## src/rtl/poly_voice_alloc.sv

```systemverilog
// Polyphonic MIDI voice allocator: note-on/off/all-off handling
// with retrigger, lowest-free allocation and LRU voice stealing.
module poly_voice_alloc #(
  parameter int         NUM_VOICES = 8,
  parameter logic [3:0] MIDI_CH    = 4'd0,
  parameter bit         OMNI       = 1'b1
) (
  input  logic                    CLK,
  input  logic                    nRST,
  input  logic [23:0]             midi_msg,
  input  logic                    midi_msg_rdy,
  output logic [7*NUM_VOICES-1:0] voice_note,
  output logic [7*NUM_VOICES-1:0] voice_vel,
  output logic [NUM_VOICES-1:0]   voice_gate,
  output logic [NUM_VOICES-1:0]   voice_trig,
  output logic                    busy,
  output logic                    overrun
);

  localparam int IW = $clog2(NUM_VOICES);
  localparam logic [IW-1:0] LAST = IW'(NUM_VOICES - 1);

  typedef enum logic [1:0] {
    IDLE, DECODE, SCAN, COMMIT
  } state_e;

  typedef enum logic [1:0] {
    C_IGN, C_ON, C_OFF, C_ALL
  } cls_e;

  state_e state_q, state_d;
  cls_e   cls_q, cls_d;

  // status, data1[6:0], data2[6:0]
  logic [21:0]   msg_q, msg_d;
  logic [IW-1:0] idx_q, idx_d;
  logic          hit_vld_q, hit_vld_d;
  logic [IW-1:0] hit_idx_q, hit_idx_d;
  logic          free_vld_q, free_vld_d;
  logic [IW-1:0] free_idx_q, free_idx_d;
  logic [IW-1:0] old_idx_q, old_idx_d;

  logic [6:0]    note_q [NUM_VOICES];
  logic [6:0]    note_d [NUM_VOICES];
  logic [6:0]    vel_q  [NUM_VOICES];
  logic [6:0]    vel_d  [NUM_VOICES];
  logic [IW-1:0] rank_q [NUM_VOICES];
  logic [IW-1:0] rank_d [NUM_VOICES];

  logic [NUM_VOICES-1:0] gate_q, gate_d;
  logic [NUM_VOICES-1:0] trig_q, trig_d;
  logic                  overrun_q, overrun_d;

  logic       unused_bits;
  logic [7:0] st;
  logic [6:0] d1;
  logic [6:0] d2;
  logic       ch_ok;
  logic       is_on;
  logic       is_off;
  logic       is_all;
  logic [IW-1:0] tgt;

  assign unused_bits = midi_msg[15] ^ midi_msg[7];

  assign st = msg_q[21:14];
  assign d1 = msg_q[13:7];
  assign d2 = msg_q[6:0];

  assign ch_ok  = OMNI || (st[3:0] == MIDI_CH);
  assign is_on  = ch_ok && st[7:4] == 4'h9 && d2 != 7'd0;
  assign is_off = ch_ok && (st[7:4] == 4'h8 ||
                  (st[7:4] == 4'h9 && d2 == 7'd0));
  assign is_all = ch_ok && st[7:4] == 4'hB && d1 == 7'd123;

  // retrigger beats free voice, free voice beats steal
  assign tgt = hit_vld_q  ? hit_idx_q  :
               free_vld_q ? free_idx_q : old_idx_q;

  always_comb begin
    state_d    = state_q;
    cls_d      = cls_q;
    msg_d      = msg_q;
    idx_d      = idx_q;
    hit_vld_d  = hit_vld_q;
    hit_idx_d  = hit_idx_q;
    free_vld_d = free_vld_q;
    free_idx_d = free_idx_q;
    old_idx_d  = old_idx_q;
    note_d     = note_q;
    vel_d      = vel_q;
    rank_d     = rank_q;
    gate_d     = gate_q;
    trig_d     = '0;
    overrun_d  = midi_msg_rdy && (state_q != IDLE);

    unique case (state_q)
      IDLE: begin
        if (midi_msg_rdy) begin
          msg_d   = {midi_msg[23:16], midi_msg[14:8],
                     midi_msg[6:0]};
          state_d = DECODE;
        end
      end
      DECODE: begin
        unique case (1'b1)
          is_on:   cls_d = C_ON;
          is_off:  cls_d = C_OFF;
          is_all:  cls_d = C_ALL;
          default: cls_d = C_IGN;
        endcase
        idx_d      = '0;
        hit_vld_d  = 1'b0;
        free_vld_d = 1'b0;
        old_idx_d  = '0;
        state_d    = (cls_d == C_IGN) ? IDLE : SCAN;
      end
      SCAN: begin
        if (!hit_vld_q && gate_q[idx_q] &&
            note_q[idx_q] == d1) begin
          hit_vld_d = 1'b1;
          hit_idx_d = idx_q;
        end
        if (!free_vld_q && !gate_q[idx_q]) begin
          free_vld_d = 1'b1;
          free_idx_d = idx_q;
        end
        if (rank_q[idx_q] == LAST) begin
          old_idx_d = idx_q;
        end
        if (idx_q == LAST) begin
          state_d = COMMIT;
        end else begin
          idx_d = idx_q + IW'(1);
        end
      end
      COMMIT: begin
        state_d = IDLE;
        unique case (cls_q)
          C_ON: begin
            for (int i = 0; i < NUM_VOICES; i++) begin
              if (rank_q[i] < rank_q[tgt]) begin
                rank_d[i] = rank_q[i] + IW'(1);
              end
            end
            rank_d[tgt] = '0;
            note_d[tgt] = d1;
            vel_d[tgt]  = d2;
            gate_d[tgt] = 1'b1;
            trig_d[tgt] = 1'b1;
          end
          C_OFF: begin
            for (int i = 0; i < NUM_VOICES; i++) begin
              if (gate_q[i] && note_q[i] == d1) begin
                gate_d[i] = 1'b0;
              end
            end
          end
          C_ALL: gate_d = '0;
          default: ;
        endcase
      end
      default: state_d = IDLE;
    endcase
  end

  always_ff @(posedge CLK or negedge nRST) begin
    if (!nRST) begin
      state_q    <= IDLE;
      cls_q      <= C_IGN;
      msg_q      <= '0;
      idx_q      <= '0;
      hit_vld_q  <= 1'b0;
      hit_idx_q  <= '0;
      free_vld_q <= 1'b0;
      free_idx_q <= '0;
      old_idx_q  <= '0;
      gate_q     <= '0;
      trig_q     <= '0;
      overrun_q  <= 1'b0;
      for (int i = 0; i < NUM_VOICES; i++) begin
        note_q[i] <= '0;
        vel_q[i]  <= '0;
        rank_q[i] <= IW'(i);
      end
    end else begin
      state_q    <= state_d;
      cls_q      <= cls_d;
      msg_q      <= msg_d;
      idx_q      <= idx_d;
      hit_vld_q  <= hit_vld_d;
      hit_idx_q  <= hit_idx_d;
      free_vld_q <= free_vld_d;
      free_idx_q <= free_idx_d;
      old_idx_q  <= old_idx_d;
      gate_q     <= gate_d;
      trig_q     <= trig_d;
      overrun_q  <= overrun_d;
      note_q     <= note_d;
      vel_q      <= vel_d;
      rank_q     <= rank_d;
    end
  end

  always_comb begin
    voice_note = '0;
    voice_vel  = '0;
    for (int i = 0; i < NUM_VOICES; i++) begin
      voice_note[7*i +: 7] = note_q[i];
      voice_vel[7*i +: 7]  = vel_q[i];
    end
  end

  assign voice_gate = gate_q;
  assign voice_trig = trig_q;
  assign busy       = (state_q != IDLE);
  assign overrun    = overrun_q;

endmodule

```

## config.mk

```make
export PLATFORM = sky130hd
export DESIGN_NAME = poly_voice_alloc
export DESIGN_NICKNAME = d
export VERILOG_FILES = /design/src/rtl/poly_voice_alloc.sv
export SDC_FILE = /design/constraint.sdc
export NUM_CORES = 1
export LEC_CHECK = 0
export ABC_AREA = 1
export ABC_CLOCK_PERIOD_IN_PS = 2620
export CAP_MARGIN = 20
export CORE_ASPECT_RATIO = 2
export CORE_MARGIN = 8
export CORE_UTILIZATION = 54
export DETAILED_ROUTE_END_ITERATION = 10
export GPL_ROUTABILITY_DRIVEN = 1
export GPL_TIMING_DRIVEN = 1
export PLACE_DENSITY = 0.78
export SLEW_MARGIN = 20
export SYNTH_ARGS = -nofsm -noshare
export SYNTH_HDL_FRONTEND = slang
export SYNTH_SLANG_ARGS = --single-unit
```

## constraint.sdc

```tcl
create_clock -name CLK -period 2.62 [get_ports CLK]
set_input_delay 0.262 -clock CLK [delete_from_list [all_inputs] [get_ports CLK]]
set_output_delay 0.262 -clock CLK [all_outputs]
set_load 0.005 [all_outputs]
```

After elaboration in Yosys (flattened, before gate mapping). Index checks and enable logic that the tools add are counted.

Register bits: 193. Output and inout port bits: 130. Word-level logic and storage cells: 221.

Add/sub/neg operators: 9. $lt $le $gt $ge: 14. Equality and inequality tests: 35. Mux-type cells: 70. Bitwise gates (word level): 5. Reductions and logical operators: 45.

Operators by type and width (number): bitwise mux 56 bit (2); 2-to-1 mux 3 bit (33); == test 7 bit (9); inequality test 2 bit, second input constant (14); adder 3 x 1 -> 3 bit, second input constant (9); bitwise AND 24 bit (1); < comparator 3 bit (8); inverter 24 bit (1); case mux 8 bit (3 select lines) (1); AND reduction 3 bit (8); binary-select mux 7 bit (select 3 bit) (1); demux 7 bit (select 3 bit) (1); 2-to-1 mux 7 bit (3); binary-select mux 3 bit (select 3 bit) (2); AND reduction 2 bit (9); logical AND 1 bit (17); 2-to-1 mux 8 bit (2); == test 4 bit, second input constant (3); 2-to-1 mux 1 bit (12); case mux 3 bit (2 select lines) (2); demux 3 bit (select 3 bit) (1); == test 2 bit, second input constant (4); >= comparator 4 bit, second input constant (2); < comparator 3 x 4 -> 1 bit, second input constant (2); 20 further kinds (31).

Longest topological paths before layout.
Word-level depth: 11. Depth in mapped cells: 20. Mapped depth without buffers: 20.

Worst setup path after synthesis. OpenSTA, ideal clock, no wires.

Path kind: register to register. Start: register hit_vld_q. End: register rank_q[21] (netlist name). Library setup time: 0.120 ns. Arrival: 2.287 ns. Required time: 2.500 ns. Path slack: 0.213 ns. Stages on the path, launching flop included: 17. Buffers on the path: 1. Clock period less this slack: 2.407 ns. Cell sequence: dfrtp_1 -> inv_2 -> or2_1 -> buf_6 -> nand2_8 -> inv_2 -> nand2_1 -> o22ai_1 -> a21oi_1 -> nand3_1 -> ha_1 -> nand2_1 -> inv_1 -> nand2_2 -> nand3_1 -> o21ai_0 -> nor2_1.

Word-level cells in the longest chain between the ends: 10. Elaborated cells on any way between the ends: 16.

RTL lines: from (decl) (RTL line 37) `logic hit_vld_q, hit_vld_d;`; from (signal assigned) (RTL line 191) `hit_vld_q <= hit_vld_d;`; 2-to-1 mux 3 bit (*) (RTL line 77) `assign tgt = hit_vld_q ? hit_idx_q :`; inverter 3 -> 4 bit (implied by the code) (*) (RTL line 142, 146); binary-select mux 3 bit (select 3 bit) (RTL line 142) `if (rank_q[i] < rank_q[tgt]) begin`; 2-to-1 mux 3 bit (implied by the code) (2 in a row) (RTL line 142); < comparator 3 bit (RTL line 142); 2-to-1 mux 3 bit (RTL line 142); 2-to-1 mux 3 bit (RTL line 139) `unique case (cls_q)`; 2-to-1 mux 3 bit (RTL line 97) `unique case (state_q)`; bitwise AND 24 bit (no source line) (*); to (signal, indexed assignment) (RTL line 184) `rank_q[i] <= IW'(i);`; to (signal assigned) (RTL line 201) `rank_q <= rank_d;`; to (decl) (RTL line 47) `logic [IW-1:0] rank_q [NUM_VOICES];`.

Every way passes the cells marked *; elsewhere a longest branch is shown, timed or not. The select of a mux whose other input is x is not followed. A chain may end at the register's enable or synchronous reset.

Final worst setup path.
Start: register hit_vld_q. End: register rank_q[3] (netlist name).

Same word-level chain as after synthesis.

==> qor.txt <==
M3 GR Usage - 6.481%
WL/cell - 20.50 µm
Detail Placement HPWL - 23950 µm
Hold WS - 0.3823 ns
Hold Violations, Final - 0
largest net degree at the start of global routing - 78
Lkg Pwr - 0.005620 µW
Max VDD drop - 0.0007241 V
Post-Route WL - 33120 µm
gr usage total - 28.51%
post-route antenna net violation count - 0
die height - 206.9 µm
GR Overflow Total - 0
Placeable Area - 0.01804 mm²
largest stage delay on the critical path - 0.37 ns
worst-path fanout max - 8
CTS Buf Count - 17
die width - 111.5 µm
Placer Congestion - 0.9540
fillers - 1417
Worst path most repeated cell - inv_2
endpoints failing setup - 0
Slew @ Worst Pin - 0.8810 ns
largest cells by area after synthesis - dfrtp_1, nand2_1, o21ai_0
startpoint types - flip-flop
WS Path Type - reg -> reg
H-tree levels - 4
most used routing layer - met2
routed vias - 9553
Seq/Total Area, Yosys - 48.21%
DIE AREA - 0.02306 mm²
Worst Clk Skew - 0.01310 ns
Synth area leader - dfrtp_1
CTS root buf - clkbuf_16
Hold Crit Class - in -> reg
final max-slew violation count - 0
first-pass GRT wire length - 51810 µm
fmax - 0.3937 GHz
drt pass-1 iters - 5
Nets - 1433
worst path required time - 2.95 ns
EDFF count, synth - 0
Slowest-stage cell, CP - dfrtp_1
post-synthesis cell count - 1213
clk buf depth - 2
Synth Register Bits - 189
most common cell after layout, fill and taps aside - nand2_1
Iter 0 DRT Violations - 947
worst rel slew slack - 40.50%
Worst Setup End Kind - flip-flop
RSZ-0062 raised after global routing - yes
Synth warnings - 0
met1 Use GR - 35.48%
ANT cells - 0
status - completed
Tmin final - 2.540 ns
pwr dens - 971.0 mW/mm²
initial antenna violation count - 0
vias in the first global route - 9353
DRC viols - 0
max_cap viols - 0
crit-path cells - inv_2 -> or2_1 -> nand2_4 -> inv_4 -> nor2_4 -> inv_2 -> nor2_4 -> inv_2 -> o22ai_2 -> a21oi_1 -> nand3_1 -> buf_12 -> ha_4 -> nand2_1 -> inv_1 -> nand2_2 -> nand3_1 -> o21ai_1 -> nor2_1
Rows - 70
met2 usage - 45.87%
latest clock arrival within the worst-skew pair - 0.44 ns
Synth cell types - 47
final period utilization - 96.95%
mapped cell area - 0.009841 mm²
Vias/cell - 5.912
Mapped Nets - 1258
clock-pin slew on the worst setup and hold paths - 0.07 ns
initial core utilization - 54.54%
CTS tree - done
top_reg_cell synth - dfrtp_1
Synth top area share - 45.01%
share of cells above drive strength 1 - 13.57%
CTS Sinks - 189
Top Ports - 157
Arr. time, crit path - 2.87 ns
Post-synth ARST share - 100.0%
P&R area growth vs syn - 28.70%
most frequent cells in the layout - nand2_1, dfrtp_1, o21ai_0
port buffer count - 150
post-synthesis area per instance - 8.113 µm²
TNS Setup - 0 ns
power breakdown:
group	internal (µW)	switching (µW)	leakage, µW
sequential	3420	577	0.00248
clock	1300	1290	0.000285
combinational	2100	3600	0.00286
total	6830	5470	0.00562
worst max-delay path: cells and delay by family (launching register included):
family,cells,cell delay (ns)
simple gates,9,1.09
flops,1,0.37
fa+ha+maj,1,0.21
buf+inv,6,0.47
compound gates,3,0.28
stage by stage:
stage                     instances  cell area (µm²)  setup WS (ns)  power, µW  util (%)
after global placement         1575            11790         0.1478       9080     65.37
after floorplan                1213             9841         0.2130       7428         -
after global routing           1616            12660       -0.09822      13120     70.19
after CTS                      1607            12390        0.06941      11920     68.68
final                          1616            12660        0.07994      12300     70.19
after detailed placement       1575            11790        0.09133       9305     65.37
flip-flops by register name, indices dropped and copies added, names as in the netlist, 2 cells and up, named ones only:
name / cells
msg_q: 18
hit_idx_q: 3
free_idx_q: 3
rank_q: 24
voice_note: 56
idx_q: 3
voice_vel: 56
cls_q: 2
voice_gate: 8
old_idx_q: 3
voice_trig: 8
cell type report:
class / instances / area [µm²] / area share (%)
clock buffers: 18 / 439.2 / 3.468
clock inverters: 13 / 147.6 / 1.166
inverters: 142 / 538.0 / 4.248
multi-input cells: 829 / 4512 / 35.63
flip-flops and latches: 189 / 4745 / 37.46
well taps: 216 / 270.3 / 2.134
repair buffers: 209 / 2013 / 15.90
path summary, 6_finish.rpt:
path / cells past startpoint / slack, ns / start / endpoint
min in group asynchronous: 2 / 0.40 / nRST / msg_q[20]
max in group asynchronous: 3 / 1.34 / nRST / rank_q[6]
worst max-delay path: 19 / 0.08 / hit_vld_q / rank_q[3]
worst min register to register: 2 / 0.49 / voice_vel[26] / voice_vel[26]
worst min-delay path: 3 / 0.38 / midi_msg_rdy / overrun
worst max register to register: 19 / 0.08 / hit_vld_q / rank_q[3]
layer usage:
| metal | wire length (µm) | vias to the layer above | share of wire, % |
|---|---|---|---|
| met5 | 0 | - | 0 |
| met4 | 1330 | 0 | 4.0 |
| met3 | 3042 | 87 | 9.2 |
| met2 | 15680 | 478 | 47 |
| met1 | 13070 | 4618 | 39 |
| li1 | - | 4370 | - |
synth_stat cells, drive strengths merged (2+ instances only):
library cell and instances:
nand2 278, o21ai 185, dfrtp 177, inv 139
nand3 107, nor2 68, a21oi 58, clkbuf 35
nand4 30, xnor2 21, buf 18, ha 18
o22ai 13, dfstp 12, xor2 12, nor4 6
a221oi 5, nor3 5, o211ai 4, or2 4
a31oi 3, clkinv 3, a2111oi 2, mux2 2
o21a 2
cells by family after synthesis:
kind of cell    count (synthesis)  share of synthesized area, %
compound gates                278                         14.98
xor+xnor                       33                         2.937
fa+ha+maj                      18                         2.289
buf+inv                       195                         7.857
flops                         189                         48.21
mux                             2                        0.2288
simple gates                  498                         23.50
what timing repair did:
item	in CTS	in global routing
hold buffers	1	0
gates resized for setup	0	43
endpoints found under the setup margin	0	24
setup buffers	0	9
hold endpoints to repair	75	0
Power figures use the tool's default switching activity.
